File: src/rtl/ahb_seq_pkg.sv
// Shared types for the AHB transaction sequencer: bus encodings and sequencer FSM states.
package ahb_seq_pkg;

  typedef enum logic [1:0] {
    HTRANS_IDLE   = 2'b00,
    HTRANS_BUSY   = 2'b01,
    HTRANS_NONSEQ = 2'b10,
    HTRANS_SEQ    = 2'b11
  } htrans_t;

  typedef enum logic [1:0] {
    HRESP_OKAY  = 2'b00,
    HRESP_ERROR = 2'b01,
    HRESP_RETRY = 2'b10,
    HRESP_SPLIT = 2'b11
  } hresp_t;

  typedef enum logic [1:0] {
    ST_IDLE = 2'b00,
    ST_ADDR = 2'b01,
    ST_DATA = 2'b10
  } state_t;

  // Anything other than OKAY is reported to the requester as an error.
  function automatic logic resp_is_err(input logic [1:0] resp);
    return resp != HRESP_OKAY;
  endfunction

endpackage

File: src/rtl/ahb_rr_arbiter.sv
// Round-robin arbiter: one-hot grant among req, search starting after the last granted index.
module ahb_rr_arbiter #(
  parameter int NUM_REQ = 2,
  localparam int IDX_W = (NUM_REQ > 1) ? $clog2(NUM_REQ) : 1
) (
  input  logic               Hclk,
  input  logic               Hreset,
  input  logic [NUM_REQ-1:0] req,
  input  logic               update,
  output logic [NUM_REQ-1:0] grant,
  output logic [IDX_W-1:0]   grant_idx
);

  logic [IDX_W-1:0] last_grant;
  logic [IDX_W-1:0] cand;
  logic             found;

  // Reset points at the highest index so requester 0 is searched first.
  always_ff @(posedge Hclk) begin
    if (Hreset) begin
      last_grant <= IDX_W'(NUM_REQ - 1);
    end else if (update) begin
      last_grant <= grant_idx;
    end
  end

  always_comb begin
    grant     = '0;
    grant_idx = '0;
    found     = 1'b0;
    cand      = '0;
    for (int off = 1; off <= NUM_REQ; off++) begin
      cand = IDX_W'((int'(last_grant) + off) % NUM_REQ);
      if (!found && req[cand]) begin
        found       = 1'b1;
        grant[cand] = 1'b1;
        grant_idx   = cand;
      end
    end
  end

endmodule

File: src/rtl/ahb_txn_sequencer.sv
// Shares one AHB master port between NUM_REQ requesters: round-robin grant, single NONSEQ
// transfers, wait-state watchdog, and a one-cycle response pulse to the granted requester.
module ahb_txn_sequencer
  import ahb_seq_pkg::*;
#(
  parameter int NUM_REQ  = 2,
  parameter int ADDR_W   = 32,
  parameter int DATA_W   = 32,
  parameter int WAIT_MAX = 16
) (
  input  logic                      Hclk,
  input  logic                      Hreset,
  input  logic [NUM_REQ-1:0]        req_valid,
  input  logic [NUM_REQ-1:0]        req_write,
  input  logic [NUM_REQ*ADDR_W-1:0] req_addr,
  input  logic [NUM_REQ*DATA_W-1:0] req_wdata,
  output logic [NUM_REQ-1:0]        req_ready,
  output logic [NUM_REQ-1:0]        rsp_valid,
  output logic [DATA_W-1:0]         rsp_rdata,
  output logic                      rsp_err,
  input  logic                      Hreadyout,
  input  logic [1:0]                Hresp,
  input  logic [DATA_W-1:0]         Hrdata,
  output logic                      Hwrite,
  output logic                      Hreadyin,
  output logic [1:0]                Htrans,
  output logic [ADDR_W-1:0]         Haddr,
  output logic [DATA_W-1:0]         Hwdata,
  output state_t                    dbg_state
);

  localparam int IDX_W = (NUM_REQ > 1) ? $clog2(NUM_REQ) : 1;
  localparam int CNT_W = $clog2(WAIT_MAX + 1);

  state_t             state_q;
  state_t             state_n;
  logic [NUM_REQ-1:0] arb_grant;
  logic [IDX_W-1:0]   arb_idx;
  logic [IDX_W-1:0]   grant_q;
  logic [DATA_W-1:0]  wdata_q;
  logic [CNT_W-1:0]   wait_cnt;
  logic               sticky_err;
  logic               handshake;
  logic               timeout;
  logic               done;
  logic [ADDR_W-1:0]  sel_addr;
  logic [DATA_W-1:0]  sel_wdata;
  logic               sel_write;

  ahb_rr_arbiter #(.NUM_REQ(NUM_REQ)) u_arb (
    .Hclk      (Hclk),
    .Hreset    (Hreset),
    .req       (req_valid),
    .update    (handshake),
    .grant     (arb_grant),
    .grant_idx (arb_idx)
  );

  assign dbg_state = state_q;
  assign req_ready = (state_q == ST_IDLE) ? arb_grant : '0;
  assign handshake = |(req_valid & req_ready);
  assign timeout   = (state_q == ST_DATA) && !Hreadyout && (wait_cnt == CNT_W'(WAIT_MAX));
  assign done      = (state_q == ST_DATA) && (Hreadyout || timeout);

  always_comb begin
    sel_addr  = '0;
    sel_wdata = '0;
    sel_write = 1'b0;
    for (int i = 0; i < NUM_REQ; i++) begin
      if (arb_grant[i]) begin
        sel_addr  = req_addr[i*ADDR_W +: ADDR_W];
        sel_wdata = req_wdata[i*DATA_W +: DATA_W];
        sel_write = req_write[i];
      end
    end
  end

  always_comb begin
    state_n = state_q;
    unique case (state_q)
      ST_IDLE: if (handshake) state_n = ST_ADDR;
      ST_ADDR: if (Hreadyout) state_n = ST_DATA;
      ST_DATA: if (done)      state_n = ST_IDLE;
      default:                state_n = ST_IDLE;
    endcase
  end

  always_ff @(posedge Hclk) begin
    if (Hreset) begin
      state_q    <= ST_IDLE;
      grant_q    <= '0;
      wdata_q    <= '0;
      wait_cnt   <= '0;
      sticky_err <= 1'b0;
      Htrans     <= HTRANS_IDLE;
      Hwrite     <= 1'b0;
      Haddr      <= '0;
      Hwdata     <= '0;
      Hreadyin   <= 1'b0;
      rsp_valid  <= '0;
      rsp_rdata  <= '0;
      rsp_err    <= 1'b0;
    end else begin
      state_q   <= state_n;
      Hreadyin  <= 1'b1;
      Htrans    <= (state_n == ST_ADDR) ? HTRANS_NONSEQ : HTRANS_IDLE;
      rsp_valid <= '0;

      if (handshake) begin
        Haddr   <= sel_addr;
        Hwrite  <= sel_write;
        wdata_q <= sel_wdata;
        grant_q <= arb_idx;
      end

      // Write data is presented from the first data-phase cycle onwards.
      if (state_q == ST_ADDR && Hreadyout) begin
        Hwdata <= Hwrite ? wdata_q : '0;
      end

      if (state_q == ST_DATA) begin
        if (done) begin
          rsp_valid[grant_q] <= 1'b1;
          rsp_rdata          <= (timeout || Hwrite) ? '0 : Hrdata;
          rsp_err            <= timeout || resp_is_err(Hresp) || sticky_err;
          wait_cnt           <= '0;
          sticky_err         <= 1'b0;
        end else begin
          // An ERROR seen in the first of its two cycles must survive to completion.
          wait_cnt <= wait_cnt + CNT_W'(1);
          if (resp_is_err(Hresp)) sticky_err <= 1'b1;
        end
      end
    end
  end

endmodule

File: config.mk
export PLATFORM = sky130hd
export DESIGN_NAME = ahb_txn_sequencer
export DESIGN_NICKNAME = d
export VERILOG_FILES = /design/src/rtl/ahb_seq_pkg.sv /design/src/rtl/ahb_rr_arbiter.sv /design/src/rtl/ahb_txn_sequencer.sv
export SDC_FILE = /design/constraint.sdc
export NUM_CORES = 1
export LEC_CHECK = 0
export ABC_CLOCK_PERIOD_IN_PS = 5200
export CORE_ASPECT_RATIO = 0.8
export CORE_MARGIN = 2
export CORE_UTILIZATION = 45
export DETAILED_ROUTE_END_ITERATION = 8
export PLACE_DENSITY = 0.86
export SLEW_MARGIN = 20
export SYNTH_ARGS = -nofsm -noshare
export SYNTH_HDL_FRONTEND = slang
export SYNTH_SLANG_ARGS = --single-unit
File: constraint.sdc
create_clock -name Hclk -period 5.2 [get_ports Hclk]
set_input_delay 1.56 -clock Hclk [delete_from_list [all_inputs] [get_ports Hclk]]
set_output_delay 1.56 -clock Hclk [all_outputs]
set_load 0.05 [all_outputs]
==> results.txt, run 1 <==
----------------------------------------------------
[Synthesis]
  Proportion of register bits with asynchronous set or reset after synthesis ... 0%
  Part of the Yosys area used for sequential elements ... a little under half
  Number of synthesized register bits ... 144
  Yosys warning total ... 0
  Syn Area/Cell ... 10.06 µm²
  Count of cell types in the netlist ... 42
  Commonest register cell after synthesis ... sky130_fd_sc_hd__dfxtp_1
  Number of nets produced by synthesis ... 779
  Summed instance area of the synthesized netlist ... 6118 µm²
  Number of instances in the synthesized netlist ... 608
  Number of enable flip-flop cells after synthesis ... 0

[Cells and area]
  Commonest non-fill, non-tap cells in the layout ... sky130_fd_sc_hd__clkdlybuf4s50_1, sky130_fd_sc_hd__dfxtp_1, sky130_fd_sc_hd__a21oi_1, sky130_fd_sc_hd__a32oi_1, sky130_fd_sc_hd__a211oi_2
  Most common library cell in the layout ignoring fill and taps ... sky130_fd_sc_hd__clkdlybuf4s50_1
  Fraction of layout cells with a size suffix above 1 ... 12.20%
  Ant diodes ... 0
  Area growth, synth to finish ... 52.82%
  Final nets ... approximately 1000

[Route]
  DRC marker count from the first detailed-route iteration ... 371
  Drt pass-1 iters ... 5
  Final Routed Wirelength ... just under 20 mm
  Number of design rule violations left after detail routing ... 0
  Number of nets with antenna violations after detailed routing ... 0
  Number of vias per cell ... 5.869
  DR WL/cell ... 18.79 µm
  Vias after detailed routing ... 6010

[Power]
  VDD IR-drop max ... 0.2216 mV
  NetSw ... 0.9125 mW
  Clock share of power ... about 38%
  Switching power as a share of total power ... between 20% and 30%
  Part of the power in registers ... a little under 40%
  Leakage Power ... a little over 3 nW
  Power, Total ... 3.113 mW
  Int Power ... 2.200 mW
  PD cells ... 332.9 nW/µm²
  Fraction of power consumed by combinational cells ... 22.8%

[Global route]
  Global-route wire length before repair ... 29.75 mm
  Global-route congestion overflow total ... 0
  All-Layer GR Usage ... a little over a quarter
  Antenna violations before repair ... 0
  Maximum number of pins on one net before global-route repair ... 67
  Via count of the first global-routing pass ... 5788

[STA]
  Final hold viol count ... 0
  Worst hold slack ... 450.9 ps
  Final Cycle Share ... roughly four fifths
  Worst Skew ... between 10 and 15 ps
  Pin slew with the least headroom to its limit ... roughly 1000 ps
  Unrepaired setup endpoints after global routing ... no
  Count of pins over their slew limit ... 0
  Final setup violation count ... 0
  Sum of negative setup slack ... 0 ps
  Fin crit period ... ~4200 ps
  Maximum clock frequency ... approximately 0.24 GHz
  Relative slew slack ... 33.89%

[Worst hold path]
  Hold Crit Start ... Hwdata[21]$_SDFFE_PP0P_
  Worst min path class ... register to register

[Clock tree]
  Cells resized by post-CTS repair ... 0
  Number of buffers created by CTS ... 17
  Clock network latency to the later pin of the worst-skew pair ... ~420 ps
  Maximum buffer depth of the clock tree ... 2
  Clock transition time at the flip-flop clock pins of the worst setup and hold paths ... around 50 ps
  Cell at the root of the clock tree ... sky130_fd_sc_hd__clkbuf_16
  CTS H-tree depth ... 4
  Hold buffers post-CTS ... 0
  CTS sink count ... 144
  Number of buffers inserted to repair setup after CTS ... 0
  Clock tree from TritonCTS ... yes

[Worst setup path]
  Register-to-register setup slack ... between 2000 and 2500 ps
  CP Capture Type ... output pin
  Arrival time of the worst setup path ... about 2700 ps
  Crit path max fanout ... 4
  Critical R2R Launch ... dbg_state[1]$_SDFF_PP0_
  Classification of the worst setup path ... primary input to output pin
  Kind of start point of the critical path ... primary input
  Crit path from ... req_valid[1]
  Required time of the worst setup path ... 3640 ps

[Floorplan]
  Die boundary width ... 134.4 µm
  Die Area ... 14550 µm²
  Area of the core region ... 13410 µm²
  Number of standard-cell rows in the floorplan ... 38
  Initial standard-cell utilization of the core ... 45.63%
  I/O pins ... roughly 280
  Chip Height ... 108.3 µm

[Placed design]
  Port Buf Inserts ... 274
  Final weighted congestion in routability-driven placement ... 0.8092
  Hpwl dp ... 12.73 mm

[Run]
  Total of max-cap violations ... 0

[Outcome]
  Outcome ... finished clean

----------------------------------------------------
-- cell type report --
type,instances,area [µm²]
clock inverters,9,110.1
clock buffers,22,464.2
inverters,6,22.52
fillers,998,4058
flip-flops and latches,144,2883
repair buffers,285,2838
well taps,180,225.2
multi-input cells,378,2808
-- per-layer routing --
layer  vias up  wire length [µm]  global-route usage (%)  share of wire, %
met3        29              1503                   7.923               7.8
li1       2828                 -                       -                 -
met2       250              9458                   44.46                49
met5         -                 0                       0                 0
met1      2903              7950                   30.96                41
met4         0               332                   10.15               1.7
-- state kept, by name, indices dropped and copies added (netlist names) --
signal / count
rsp_rdata: 32
dbg_state: 2
sticky_err: 1
Hreadyin: 1
Hwrite: 1
wait_cnt: 5
Hwdata: 32
u_arb.last_grant: 1
Haddr: 32
rsp_valid: 2
Htrans: 1
grant_q: 1
rsp_err: 1
wdata_q: 32
-- cells in the mapped netlist, drive strengths merged (2+ instances only) --
master | n | share of area, %
and3 | 2 | 0.20
ha | 2 | 0.41
inv | 5 | 0.31
nand4 | 2 | 0.20
dfxtp | 144 | 47
a32oi | 65 | 9.3
a31oi | 3 | 0.31
nand2b | 2 | 0.33
nand4bb | 2 | 0.63
a211oi | 68 | 12
and2 | 2 | 0.20
nor2 | 3 | 0.23
nand2 | 38 | 2.3
clkbuf | 45 | 2.8
a21oi | 102 | 8.3
nand3 | 36 | 2.9
a32o | 32 | 5.2
nor3 | 3 | 0.25
buf | 35 | 4.2
o21ai | 2 | 0.16
-- path summary, 6_finish.rpt --
| check | cells past startpoint | end |
|---|---|---|
| worst min-delay path | 2 | Hwdata[21]$_SDFFE_PP0P_ |
| worst min register to register | 2 | Hwdata[21]$_SDFFE_PP0P_ |
| worst max-delay path | 4 | req_ready[1] |
| worst max register to register | 4 | wdata_q[30]$_SDFFE_PP0P_ |
-- critical path, stage by stage --
cell	delay (ps)
sky130_fd_sc_hd__clkdlybuf4s50_1	530
sky130_fd_sc_hd__a21boi_4	190
sky130_fd_sc_hd__and2_1	210
sky130_fd_sc_hd__buf_12	160
-- power by group through the flow --
stage | Combinational (mW) | Clock (mW) | Sequential [mW]
after floorplan | 0.303 | 0 | 1.38
after global placement | 0.694 | 0 | 1.24
after detailed placement | 0.709 | 0 | 1.24
after CTS | 0.712 | 1.20 | 1.22
after global routing | 0.752 | 1.25 | 1.23
final | 0.710 | 1.18 | 1.22
-- metrics by stage --
step                cell area (µm²)  setup WS [ps]  instances  utilization [%]
global route                   9350          934.7       1024            69.74
detailed placement             8775          986.1        993            65.44
floorplan                      6118          997.5        608                -
global placement               8775          997.5        993            65.44
CTS                            9349          986.1       1024            69.73
finish                         9350          990.7       1024            69.74
-- kinds of logic after synthesis --
kind of cell	count (synthesis)	share of synthesized area, %
AO/OA/AOI/OAI	277	36.59
flip-flops	144	47.12
AND/OR/NAND/NOR	98	8.528
buffers and inverters	86	7.301
adder cells (fa/ha/maj)	2	0.4089
other	1	0.06129
Note: power is estimated with default switching activity, not from simulation.
==> run 2, diff against run 1 <==
--- a/config.mk
+++ b/config.mk
@@ -5,12 +5,12 @@
 export SDC_FILE = /design/constraint.sdc
 export NUM_CORES = 1
 export LEC_CHECK = 0
-export ABC_CLOCK_PERIOD_IN_PS = 5200
+export ABC_CLOCK_PERIOD_IN_PS = 3720
 export CORE_ASPECT_RATIO = 0.8
 export CORE_MARGIN = 2
-export CORE_UTILIZATION = 45
+export CORE_UTILIZATION = 38
 export DETAILED_ROUTE_END_ITERATION = 8
-export PLACE_DENSITY = 0.86
+export PLACE_DENSITY = 0.77
 export SLEW_MARGIN = 20
 export SYNTH_ARGS = -nofsm -noshare
 export SYNTH_HDL_FRONTEND = slang
==> constraint.sdc (replaced) <==
create_clock -name Hclk -period 3.72 [get_ports Hclk]
set_input_delay 1.116 -clock Hclk [delete_from_list [all_inputs] [get_ports Hclk]]
set_output_delay 1.116 -clock Hclk [all_outputs]
set_load 0.05 [all_outputs]
==> results.txt, run 2 (same netlist as run 1, synthesis figures left out) <==
----------------------------------------------------
[Power]
  PD cells ... approximately 460 nW/µm²
  Fraction of power consumed by combinational cells ... 23.0%
  Switching power as a share of total power ... between 30% and 40%
  NetSw ... between 1 and 1.5 mW
  Leakage Power ... 3.127 nW
  VDD IR-drop max ... 0.2939 mV
  Power, Total ... 4.373 mW
  Clock share of power ... 38.1%
  Part of the power in registers ... 38.9%
  Int Power ... approximately 3 mW

[Run]
  Total of max-cap violations ... 0

[Cells and area]
  Area growth, synth to finish ... 54.83%
  Post-Layout Cell Count ... 1065
  Commonest non-fill, non-tap cells in the layout ... sky130_fd_sc_hd__clkdlybuf4s50_1, sky130_fd_sc_hd__dfxtp_1, sky130_fd_sc_hd__a21oi_1, sky130_fd_sc_hd__a32oi_1, sky130_fd_sc_hd__a211oi_2
  Number of fill cells ... between 1000 and 1500
  Final core utilization ... between 60% and 70%
  Most common library cell in the layout ignoring fill and taps ... sky130_fd_sc_hd__clkdlybuf4s50_1
  Ant diodes ... 0
  Final nets ... 1008
  Fraction of layout cells with a size suffix above 1 ... 13.06%

[STA]
  Worst Skew ... 8.041 ps
  Count of pins over their slew limit ... 0
  Final hold viol count ... 0
  Fin crit period ... between 3000 and 4000 ps
  Unrepaired setup endpoints after global routing ... no
  Relative slew slack ... 48.92%
  Final Cycle Share ... between 90 and 100%
  Pin slew with the least headroom to its limit ... 766.2 ps
  Sum of negative setup slack ... 0 ps
  Final setup violation count ... 0
  Maximum clock frequency ... 0.2933 GHz

[Clock tree]
  Cell at the root of the clock tree ... sky130_fd_sc_hd__clkbuf_16
  Clock network latency to the later pin of the worst-skew pair ... 420 ps
  Cells resized by post-CTS repair ... 0
  CTS sink count ... 144
  Number of buffers created by CTS ... 17
  Clock transition time at the flip-flop clock pins of the worst setup and hold paths ... about 60 ps
  Hold buffers post-CTS ... 0
  Clock tree from TritonCTS ... yes
  Maximum buffer depth of the clock tree ... 2
  CTS H-tree depth ... 4
  Number of buffers inserted to repair setup after CTS ... 0

[Floorplan]
  Area of the core region ... around 16000 µm²
  Die boundary width ... 145.9 µm
  Chip Height ... 117.5 µm
  I/O pins ... 276
  Initial standard-cell utilization of the core ... about two fifths
  Number of standard-cell rows in the floorplan ... 41
  Die Area ... roughly 17000 µm²

[Global route]
  GR Layer Usage met2 ... 34.82%
  Global-route wire length before repair ... 30.97 mm
  Maximum number of pins on one net before global-route repair ... 71
  Met1 track demand over resource in global routing ... 29.96%
  Global routing's busiest layer ... met2
  Via count of the first global-routing pass ... 5691
  Met3 Resource Use GR ... between 7 and 8%
  All-Layer GR Usage ... between 20% and 30%
  Global-route congestion overflow total ... 0
  Antenna violations before repair ... 0

[Worst hold path]
  Cell count of the worst hold path ... 1
  Worst min path class ... register to register

[Route]
  Drt pass-1 iters ... 5
  DR WL/cell ... 18.15 µm
  Number of nets with antenna violations after detailed routing ... 0
  DRC marker count from the first detailed-route iteration ... 352
  Vias after detailed routing ... 5894
  Final Routed Wirelength ... 19.33 mm
  Number of vias per cell ... 5.534
  Number of design rule violations left after detail routing ... 0

[Placed design]
  Port Buf Inserts ... 274
  Hpwl dp ... 12.40 mm
  Final weighted congestion in routability-driven placement ... slightly below 0.8
  Post-Place Cells ... 1033

[Worst setup path]
  Worst Reg-to-Reg Cells ... 6
  Max incr delay on CP ... ~600 ps
  CP Capture Type ... output pin
  Kind of start point of the critical path ... primary input
  Required time of the worst setup path ... 2600 ps
  Slowest CP cell ... sky130_fd_sc_hd__clkdlybuf4s50_1
  Classification of the worst setup path ... primary input to output pin
  Crit path max fanout ... 4
  Arrival time of the worst setup path ... about 2300 ps
  Series of cell instances along the critical path ... clkdlybuf4s50_1 > a21boi_4 > and2_1 > buf_12

[Outcome]
  Outcome ... finished clean

----------------------------------------------------
## run 2: critical path, delay by kind of cell
kind            cells  cell delay, ps
compound gates      1             220
buf+inv             2             750
simple gates        1             200
## run 2: layout make-up
type                            count  area, µm²  area share, %
Timing Repair Buffer              290       2913          30.75
Sequential cell                   144       2883          30.43
Multi-Input combinational cell    378       2806          29.63
Clock buffer                       17      425.4          4.491
Tap cell                          215      269.0          2.840
Clock inverter                     15      153.9          1.625
Inverter                            6      22.52         0.2377
## run 2: final timing paths
path / slack [ps] / endpoint / start
worst max-delay path: 310 / req_ready[1] / req_valid[1]
worst min register to register: 430 / rsp_valid[0]$_SDFF_PP0_ / grant_q$_SDFFE_PP0P_
worst min-delay path: 430 / rsp_valid[0]$_SDFF_PP0_ / grant_q$_SDFFE_PP0P_
worst max register to register: 1440 / wdata_q[16]$_SDFFE_PP0P_ / dbg_state[1]$_SDFF_PP0_
## run 2: through the flow
stage	worst slack [ps]	hold slack [ps]	area, µm²
2_1_floorplan	405.5	399.4	6118
3_3_place_gp	300.0	409.9	8894
3_5_place_dp	305.1	418.8	8894
4_1_cts	301.5	428.9	9473
5_1_grt	286.3	466.7	9473
6_report	310.0	430.2	9473
## run 2: power groups by stage
stage | sequential (mW) | clock, mW | combinational, mW
2_1_floorplan | 1.92 | 0 | 0.424
4_1_cts | 1.70 | 1.71 | 1.01
3_3_place_gp | 1.73 | 0 | 0.999
5_1_grt | 1.71 | 1.77 | 1.07
6_report | 1.70 | 1.66 | 1.01
3_5_place_dp | 1.73 | 0 | 1.01
## run 2: metal layers
layer	share of wire, %	wire length (µm)	vias to the layer above
met5	0	0	-
met4	1.6	311	0
met3	7.9	1520	25
met2	46	8987	235
met1	44	8512	2800
li1	-	-	2834
